===== config.mk =====
export PLATFORM = sky130hd
export DESIGN_NAME = bit_stuffer
export DESIGN_NICKNAME = d
export VERILOG_FILES = /design/src/rtl/bit_stuffer.sv
export SDC_FILE = /design/constraint.sdc
export NUM_CORES = 1
export LEC_CHECK = 0
export CORE_MARGIN = 2
export CORE_UTILIZATION = 45
export DETAILED_ROUTE_END_ITERATION = 7
export GPL_ROUTABILITY_DRIVEN = 0
export HOLD_SLACK_MARGIN = 0.12
export PLACE_DENSITY = 0.79
export SLEW_MARGIN = 0
export SYNTH_ARGS = -nofsm -noshare
export SYNTH_HDL_FRONTEND = slang
export SYNTH_SLANG_ARGS = --single-unit

===== constraint.sdc =====
create_clock -name clock -period 1.6 [get_ports clock]
set_input_delay 0.32 -clock clock [delete_from_list [all_inputs] [get_ports clock]]
set_output_delay 0.32 -clock clock [all_outputs]
set_load 0.005 [all_outputs]

===== src/rtl/bit_stuffer.sv =====
// USB bit-stuffing stage: forwards the packet+CRC bit stream one bit per cycle and
// inserts a 0 after every STUFF_RUN consecutive ones, stalling upstream for the
// single cycle the stuffed bit occupies.
module bit_stuffer #(
   parameter int unsigned STUFF_RUN = 6
) (
   input  logic       clock,
   input  logic       reset_n,
   input  logic       in_bit,
   input  logic       in_valid,
   output logic       bs_ready,
   output logic       out_bit,
   output logic       out_valid,
   output logic       pkt_done,
   output logic [7:0] stuff_count
);

   typedef enum logic [1:0] {
      StIdle,
      StSend,
      StStuff,
      StDone
   } state_e;

   // Run length widened by one bit so ones_cnt+1 can be compared without wrap.
   localparam logic [4:0] RunLen = 5'(STUFF_RUN);

   state_e     state_q, state_d;
   logic [3:0] ones_cnt_q, ones_cnt_d;
   logic       bs_ready_q, bs_ready_d;
   logic       out_bit_q, out_bit_d;
   logic       out_valid_q, out_valid_d;
   logic       pkt_done_q, pkt_done_d;
   logic [7:0] stuff_count_q, stuff_count_d;

   logic       accept;
   logic       run_hit;
   logic       first_hit;

   assign accept    = in_valid & bs_ready_q;
   // Accepted 1 completes a run when counted on top of the current ones_cnt.
   assign run_hit   = in_bit & (({1'b0, ones_cnt_q} + 5'd1) == RunLen);
   // First bit of a packet counts from zero regardless of leftover state.
   assign first_hit = in_bit & (RunLen == 5'd1);

   // Next-state and registered-output computation.
   always_comb begin
      state_d       = state_q;
      ones_cnt_d    = ones_cnt_q;
      out_bit_d     = out_bit_q;
      out_valid_d   = 1'b0;
      pkt_done_d    = 1'b0;
      stuff_count_d = stuff_count_q;

      case (state_q)
         StIdle, StDone: begin
            if (accept) begin
               out_bit_d     = in_bit;
               out_valid_d   = 1'b1;
               ones_cnt_d    = in_bit ? 4'd1 : 4'd0;
               stuff_count_d = 8'd0;
               state_d       = first_hit ? StStuff : StSend;
            end else begin
               ones_cnt_d = 4'd0;
               state_d    = StIdle;
            end
         end

         StSend: begin
            if (accept) begin
               out_bit_d   = in_bit;
               out_valid_d = 1'b1;
               ones_cnt_d  = in_bit ? (ones_cnt_q + 4'd1) : 4'd0;
               state_d     = run_hit ? StStuff : StSend;
            end else begin
               // Upstream went quiet: packet is over, flag it next cycle.
               ones_cnt_d = 4'd0;
               pkt_done_d = 1'b1;
               state_d    = StDone;
            end
         end

         StStuff: begin
            out_bit_d   = 1'b0;
            out_valid_d = 1'b1;
            ones_cnt_d  = 4'd0;
            if (stuff_count_q != 8'hFF) begin
               stuff_count_d = stuff_count_q + 8'd1;
            end
            state_d = StSend;
         end

         default: begin
            ones_cnt_d = 4'd0;
            state_d    = StIdle;
         end
      endcase
   end

   // Ready is registered: low only for the one cycle spent in StStuff.
   assign bs_ready_d = (state_d != StStuff);

   // State and output registers with synchronous active-low reset.
   always_ff @(posedge clock) begin
      if (!reset_n) begin
         state_q       <= StIdle;
         ones_cnt_q    <= 4'd0;
         bs_ready_q    <= 1'b1;
         out_bit_q     <= 1'b0;
         out_valid_q   <= 1'b0;
         pkt_done_q    <= 1'b0;
         stuff_count_q <= 8'd0;
      end else begin
         state_q       <= state_d;
         ones_cnt_q    <= ones_cnt_d;
         bs_ready_q    <= bs_ready_d;
         out_bit_q     <= out_bit_d;
         out_valid_q   <= out_valid_d;
         pkt_done_q    <= pkt_done_d;
         stuff_count_q <= stuff_count_d;
      end
   end

   assign bs_ready    = bs_ready_q;
   assign out_bit     = out_bit_q;
   assign out_valid   = out_valid_q;
   assign pkt_done    = pkt_done_q;
   assign stuff_count = stuff_count_q;

endmodule


### Yosys cells after proc, flatten, opt, wreduce, memory -nomap -nowiden

Index checks and enable logic that the tools add are counted.

* register bits: 18
* bits in latches: 0
* memory bits (writable): 0
* memory bits (read-only): 0
* bits of input ports: 4
* logic and storage cells: 44
* memories: 0

* $add $sub $neg: 3
* $mul: 0
* div/mod/pow operators: 0
* order comparisons: 0
* equality and inequality tests: 9
* shift-type cells: 0
* multiplexer cells: 17
* bitwise gates (word level): 2
* reductions and logical operators: 6

Operators by type and width (count)
* 8-bit two-way mux: 2
* 8-bit case mux with 2 select lines: 1
* 4-bit case mux with 3 select lines: 1
* 8-bit by 1-bit adder with 8-bit output, second input constant: 1
* 4-bit two-way mux: 2
* 8-bit inequality test, second input constant: 1
* 1-bit two-way mux: 6
* 2-bit inequality test, second input constant: 3
* 2-bit case mux with 3 select lines: 1
* 4-bit by 1-bit adder with 5-bit output, second input constant: 1
* 5-bit by 3-bit equality test with 1-bit output, second input constant: 1
* 4-bit by 1-bit adder with 4-bit output, second input constant: 1
* 2-bit equality test, second input constant: 2
* 2-bit two-way mux: 2
* 1-bit case mux with 2 select lines: 2
* 3-bit AND reduction: 1
* 3-bit OR reduction: 1
* 1-bit AND: 2
* 2-bit by 1-bit equality test with 1-bit output, second input constant: 1
* 2-bit logical NOT: 1
* 2-bit by 1-bit inequality test with 1-bit output, second input constant: 1
* 2-bit AND reduction: 1
* 2-bit nonzero test: 1
* 2-bit OR reduction: 1

### Logic depth before layout (Yosys ltp)

Gate-level depths: netlist (run 1).

* depth in word-level cells: 7
* gate-level depth with buffers: 7

### Worst setup path after synthesis (run 1)

Ideal clock, no wire load.

* kind: reg2reg
* start point: register state_q[0]
* end point: register stuff_count_q[4], in the netlist stuff_count[4]
* arrival: 1.527 ns
* data required time: 1.527 ns
* setup slack: 0.001 ns
* cell stages (with the launch flop): 7
* cell sequence: dfxtp_1 > inv_1 > ha_1 > a21bo_2 > o211ai_2 > or3_1 > a21oi_1

* cells in the longest elaborated chain, start to end: 4
* elaborated cells between the ends (all ways): 9

RTL lines
* start, declared: line 28 `state_e state_q, state_d;`
* start signal, assigned: line 106 `state_q <= StIdle;`
* start signal, assigned: line 114 `state_q <= state_d;`
* 2-bit equality test or 2-bit logical NOT (tied branches): line 55 `case (state_q)`
* 2-bit OR reduction: line 55
* 2-bit inequality test (no line) or 2-bit nonzero test (tied branches)
* 3-bit AND reduction (no line)
* end signal, assigned: line 120 `stuff_count_q <= stuff_count_d;`
* end, declared: line 34 `logic [7:0] stuff_count_q, stuff_count_d;`

Several ways; a longest one is shown, not always the timed one.
A chain may end at the register's enable or synchronous reset.

### Final worst setup path (run 1)

* start point: register stuff_count_q[5], in the netlist stuff_count[5]
* end point: output port stuff_count[5]

RTL lines
* end, declared: line 15 `output logic [7:0] stuff_count`

No word-level cell between the ends.

==> results.json, run 1 <==
{
  "cts_tree": "done",
  "rsz0062_at_grt": "true",
  "postSynthAreaPerCell_um2": 9.18,
  "finalWorstSetupSlack_ns": 0.0374,
  "regToRegEndpoint": "stuff_count[5]",
  "drt-pass1-iter-count": 4,
  "critPathKind": "flop to primary output",
  "hp-class": "flop to flop",
  "cts-root-to-sink-buffers": 2,
  "detail_route.iter0.violations": 15,
  "core.rowCount": 15,
  "slowest_delay_ns": 0.53,
  "worst-path-max-fanout": 5,
  "drive_above_1_share_pct": 29.0,
  "period_share_pct": 97.7,
  "critPathTopFamily": "buffers and inverters",
  "minimum_setup_slack_among_reg_to_reg_paths_ns": 0.06,
  "yosysWarnings": 0,
  "post_synth_inst_count": 95,
  "grt_use_met3_pct": 2.64,
  "syn-num-nets": 104,
  "cp-end-kind": "primary output",
  "wire_length_of_the_first_global_routing_pass_um": 3120,
  "worst-endpoint-required_ns": 1.28,
  "register_area_um2": 369,
  "largest_net_degree_at_the_start_of_global_routing": 11,
  "postSynth.topFlopCell": "dfxtp_1",
  "min_period_ns": 1.56,
  "gr_busiest_metal": "met2",
  "initial_utilization_pct": 48.9,
  "cts_htree_levels": 1,
  "n_antenna_cell": 0,
  "cap_viol_max_count": 0,
  "post_route_drc_violation_count": 0,
  "clock-root-buffer": "clkbuf_4",
  "run_status": "finished, final reports clean",
  "fillerInstances": 133,
  "avgRoutedWirePerCell_um": 12.7,
  "timing_worst_slew_pin_value_ns": 0.311,
  "floorplan.die_area_um2": 2310,
  "synth_area_leaders": "dfxtp_1 (41%), ha_1 (7.2%), nor2_1 (4.3%)",
  "detail_route.wirelength_um": 1980,
  "numCtsBuffers": 3,
  "number_of_hold_violations_in_the_final_report": 0,
  "timing_max_transition_violations_final": 0,
  "io_pins": 16,
  "crit_buf_inv": 1,
  "relSlewSlack_pct": 79.2,
  "regToRegStartpoint": "stuff_count[0]",
  "synth_edf_count": 0,
  "dr_total_vias": 828,
  "worstHoldStart": "out_bit",
  "ff2ff_path_depth": 6,
  "layout.cells.most_common": "buf_4",
  "grt-ovfl-total": 0,
  "core_area_um2": 1780,
  "synth_area_um2": 872,
  "whs_path_depth": 2,
  "synthDominantAreaCellType": "dfxtp_1",
  "area_of_combinational_cells_with_multiple_inputs_um2": 515,
  "grtUsageTotal_pct": 19.6,
  "seq_area_frac_synth_pct": 41.3,
  "clkTransAtPathRegs_ns": 0.10,
  "whs_endpoint": "out_bit",
  "fin_nets": 141,
  "area_growth_pct": 44.6,
  "powerDensity_nw_per_um2": 692,
  "worst_setup_path_startpoint": "stuff_count[5]",
  "worst_clock_skew_ns": 0.00431,
  "max_freq_mhz": 640,
  "chipHeight_um": 48.0,
  "timing.critical_path.from_type": "flop",
  "dp_slack_ns": -0.124,
  "synth_cell_types": 32,
  "post_drt_via_cell_ratio": 5.31,
  "worst_skew_pair.late_latency_ns": 0.29,
  "initial_antenna_violation_count": 0,
  "die_x_um": 48.0,
  "total_leakage_power_nw": 0.512,
  "dp_hpwl_um": 1460,
  "vdd_ir_drop_max_mv": 0.615,
  "crit_path_cell_trace": "clkdlybuf4s50_1",
  "post_cts_hold_buffer_count": 0,
  "cell_with_the_biggest_individual_delay_on_the_critical_path": "clkdlybuf4s50_1",
  "finalNonFillerCells": 156,
  "mostFrequentLayoutCells": "buf_4 (17), clkdlybuf4s50_1 (13), dfxtp_1 (11), nor2_1 (10), nand2_1 (9)",
  "drt.antenna.violating_nets": 0,
  "grt_use_met1_pct": 20.0,
  "ys_ff_latch": 18,
  "cts.sink_count": 18,
  "setup-violations-final": 0,
  "postSynth.asyncResetShare_pct": 0,
  "cp_data_arrival_time_ns": 1.24,
  "grt_met2_usage_pct": 36.8,
  "place.detailed.instances": 150,
  "place.port_buffers": 15,
  "grt_pass1_vias": 799,
  "synth_top_area_share_pct": 41.3
}
power by group:
| part | switching [W] | total, W | internal [W] |
|---|---|---|---|
| sequential | 0.00000527 | 0.000462 | 0.000457 |
| combinational | 0.0000599 | 0.000132 | 0.0000717 |
| clock | 0.000140 | 0.000279 | 0.000139 |
| total | 0.000205 | 0.000872 | 0.000667 |
cells in the mapped netlist, types with 2 or more instances:
library cell and instances:
dfxtp_1 18, nor2_1 10, nand2_1 9, a21oi_1 6, nand3_1 6, ha_1 5, inv_1 4, o21ai_0 4
or3_1 3, xor2_1 3, a21boi_0 2, nand2b_1 2, nand4b_1 2, o21a_1 2, xnor2_1 2
per-stage QoR:
| stage | total power (W) | util, % | hold WS (ns) | TNS (ns) | area [um2] |
|---|---|---|---|---|---|
| floorplan | 0.000535 | - | 0.438 | 0 | 872 |
| global placement | 0.000584 | 65.2 | 0.444 | -0.350 | 1160 |
| detailed placement | 0.000587 | 65.2 | 0.457 | -0.574 | 1160 |
| CTS | 0.000877 | 68.5 | 0.476 | -0.00197 | 1220 |
| global route | 0.000914 | 70.7 | 0.492 | -0.0591 | 1260 |
| finish | 0.000872 | 70.7 | 0.473 | 0 | 1260 |
flip-flops by register name, summed over array words and instances (netlist names):
register	count
pkt_done	1
bs_ready	1
out_valid	1
stuff_count	8
state_q	2
out_bit	1
ones_cnt_q	4
per-layer routing:
layer | part of all wire (%) | wire (um)
met2 | 52 | 1030
met1 | 43 | 857
met5 | 0 | 0
met3 | 2.6 | 51
met4 | 2.0 | 39
area by class of cell:
cell class	count	share of cell area, %
multi-input cells	72	40.9
flip-flops and latches	18	29.3
repair buffers	33	23.3
clock buffers	4	2.88
well taps	25	2.48
inverters	4	1.19
worst max-delay path by stage:
stage,slack (ns),end,cells past startpoint
4_1_cts,-0.002,stuff_count[4],8
3_5_place_dp,-0.12,stuff_count[4],5
3_3_place_gp,-0.07,stuff_count[7],5
6_report,0.04,stuff_count[5],1
2_1_floorplan,0.0007,stuff_count[4],6
5_1_grt,-0.02,stuff_count[5],6
timing repair:
action                                  in CTS  in global routing
pin swaps                                    1                  6
buffers inserted                             0                  2
gates resized for setup                      4                 12
endpoints found under the setup margin      10                 13
cell families after synthesis:
family,after synthesis,synth area share (%)
DFF,18,41.3
adders and majority gates,5,7.17
and+or+nand+nor,39,23.2
xor gates and xnor gates,5,5.02
AOI/OAI and AO/OA,23,20.2
buffers and inverters,5,3.01
(Power assumes the default switching activity.)
==> run 2, diff against run 1 <==
TNS_END_PERCENT = 1   (was not set)
==> results.json, run 2 (synthesized netlist as in run 1, its figures left out) <==
{
  "ff2ff_path_depth": 6,
  "post-route-cell-area_um2": 1250,
  "cts.sink_count": 18,
  "worst_skew_pair.late_latency_ns": 0.30,
  "hp-class": "flop to flop",
  "powerDensity_nw_per_um2": 700,
  "place.port_buffers": 15,
  "detail_route.wirelength_um": 1990,
  "largest_reg_flops": 8,
  "whs_endpoint": "out_bit",
  "post_drt_via_cell_ratio": 5.44,
  "worst-endpoint-required_ns": 1.28,
  "number_of_hold_violations_in_the_final_report": 0,
  "regToRegStartpoint": "state_q[0]",
  "cts_htree_levels": 1,
  "wire_length_of_the_first_global_routing_pass_um": 3120,
  "cp_data_arrival_time_ns": 1.24,
  "finalCoreUtilization_pct": 69.9,
  "grt-ovfl-total": 0,
  "core_area_um2": 1780,
  "min_period_ns": 1.56,
  "post_cts_hold_buffer_count": 0,
  "die_x_um": 48.0,
  "fin_nets": 140,
  "chipHeight_um": 48.0,
  "drive_above_1_share_pct": 27.7,
  "worst_clock_skew_ns": 0.00552,
  "whs_path_depth": 2,
  "floorplan.die_area_um2": 2310,
  "cts-root-to-sink-buffers": 2,
  "initial_utilization_pct": 48.9,
  "worstHoldStart": "out_bit",
  "period_share_pct": 97.4,
  "drt-pass1-iter-count": 4,
  "max_freq_mhz": 642,
  "timing_max_transition_violations_final": 0,
  "total_power_consumption_w": 0.000872,
  "timing_worst_slew_pin_value_ns": 0.311,
  "largest_net_degree_at_the_start_of_global_routing": 11,
  "cp-end-kind": "primary output",
  "regToRegEndpoint": "stuff_count[6]",
  "cap_viol_max_count": 0,
  "dpl_cell_area_um2": 1160,
  "detail_route.iter0.violations": 14,
  "clock-root-buffer": "clkbuf_4",
  "total_leakage_power_nw": 0.487,
  "timing.critical_path.from_type": "flop",
  "rsz0062_at_grt": "true",
  "setup-violations-final": 0,
  "worst-path-max-fanout": 3,
  "run_status": "finished, final reports clean",
  "area_growth_pct": 42.9,
  "vdd_ir_drop_max_mv": 0.614,
  "mostFrequentLayoutCells": "buf_4 (16), clkdlybuf4s50_1 (14), dfxtp_1 (11), nor2_1 (10), nand2_1 (9)",
  "dp_hpwl_um": 1460,
  "layout.cells.most_common": "buf_4",
  "grt_pass1_vias": 799,
  "core.rowCount": 15,
  "io_pins": 16,
  "post_route_drc_violation_count": 0,
  "grtUsageTotal_pct": 19.6,
  "avgRoutedWirePerCell_um": 12.8,
  "relSlewSlack_pct": 79.2,
  "numCtsBuffers": 3,
  "n_antenna_cell": 0,
  "clkTransAtPathRegs_ns": 0.10,
  "dr_total_vias": 843,
  "minimum_setup_slack_among_reg_to_reg_paths_ns": 0.06,
  "critPathKind": "flop to primary output",
  "cts_tree": "done",
  "drt.antenna.violating_nets": 0,
  "initial_antenna_violation_count": 0
}
## run 2: cell type report
type,instances,area [um2]
Fill cell,139,537
Multi-Input combinational cell,72,510
Sequential cell,18,369
Timing Repair Buffer,32,284
Clock buffer,4,36.3
Tap cell,25,31.3
Inverter,4,15.0
## run 2: worst max path at each step
stage,slack (ns),endpoint,start
2_1_floorplan,0.0007,stuff_count[4],state_q[0]
3_3_place_gp,-0.07,stuff_count[7],in_valid
3_5_place_dp,-0.12,stuff_count[4],in_valid
4_1_cts,-0.002,stuff_count[4],state_q[0]
5_1_grt,-0.02,stuff_count[1],stuff_count[1]
6_report,0.04,stuff_count[1],stuff_count[1]
## run 2: metal layers
layer  GRT usage, %  up-vias  wire length (um)
met3           2.64        6                62
li1               -      412                 -
met2           36.8       27              1030
met1           20.0      398               852
met4           12.4        0                41
met5              0        -                 0
## run 2: power breakdown
| part | leakage [nW] | internal, W | switching [W] |
|---|---|---|---|
| clock network | 0.0210 | 0.000139 | 0.000143 |
| registers | 0.148 | 0.000457 | 0.00000528 |
| logic | 0.318 | 0.0000682 | 0.0000598 |
| total | 0.487 | 0.000664 | 0.000208 |
## run 2: metrics by stage
stage	hold WS (ns)	TNS, ns	setup slack (ns)	instances
final	0.473	0	0.0417	155
after global routing	0.492	-0.0276	-0.0211	155
after CTS	0.476	-0.00197	-0.00197	154
after detailed placement	0.457	-0.574	-0.124	150
after global placement	0.444	-0.350	-0.0740	150
after floorplan	0.438	0	0.000699	95
## run 2: worst max-delay path: stages (launching register included)
cell and delay, ns:
dfxtp_2 0.34, buf_4 0.11, clkdlybuf4s50_1 0.49
## run 2: timing repair
item                       CTS  global route
setup endpoints to repair   10            13
hold endpoints to repair     0             0
resized for setup            5            10
pin swaps                    1             3
buffers inserted             0             1
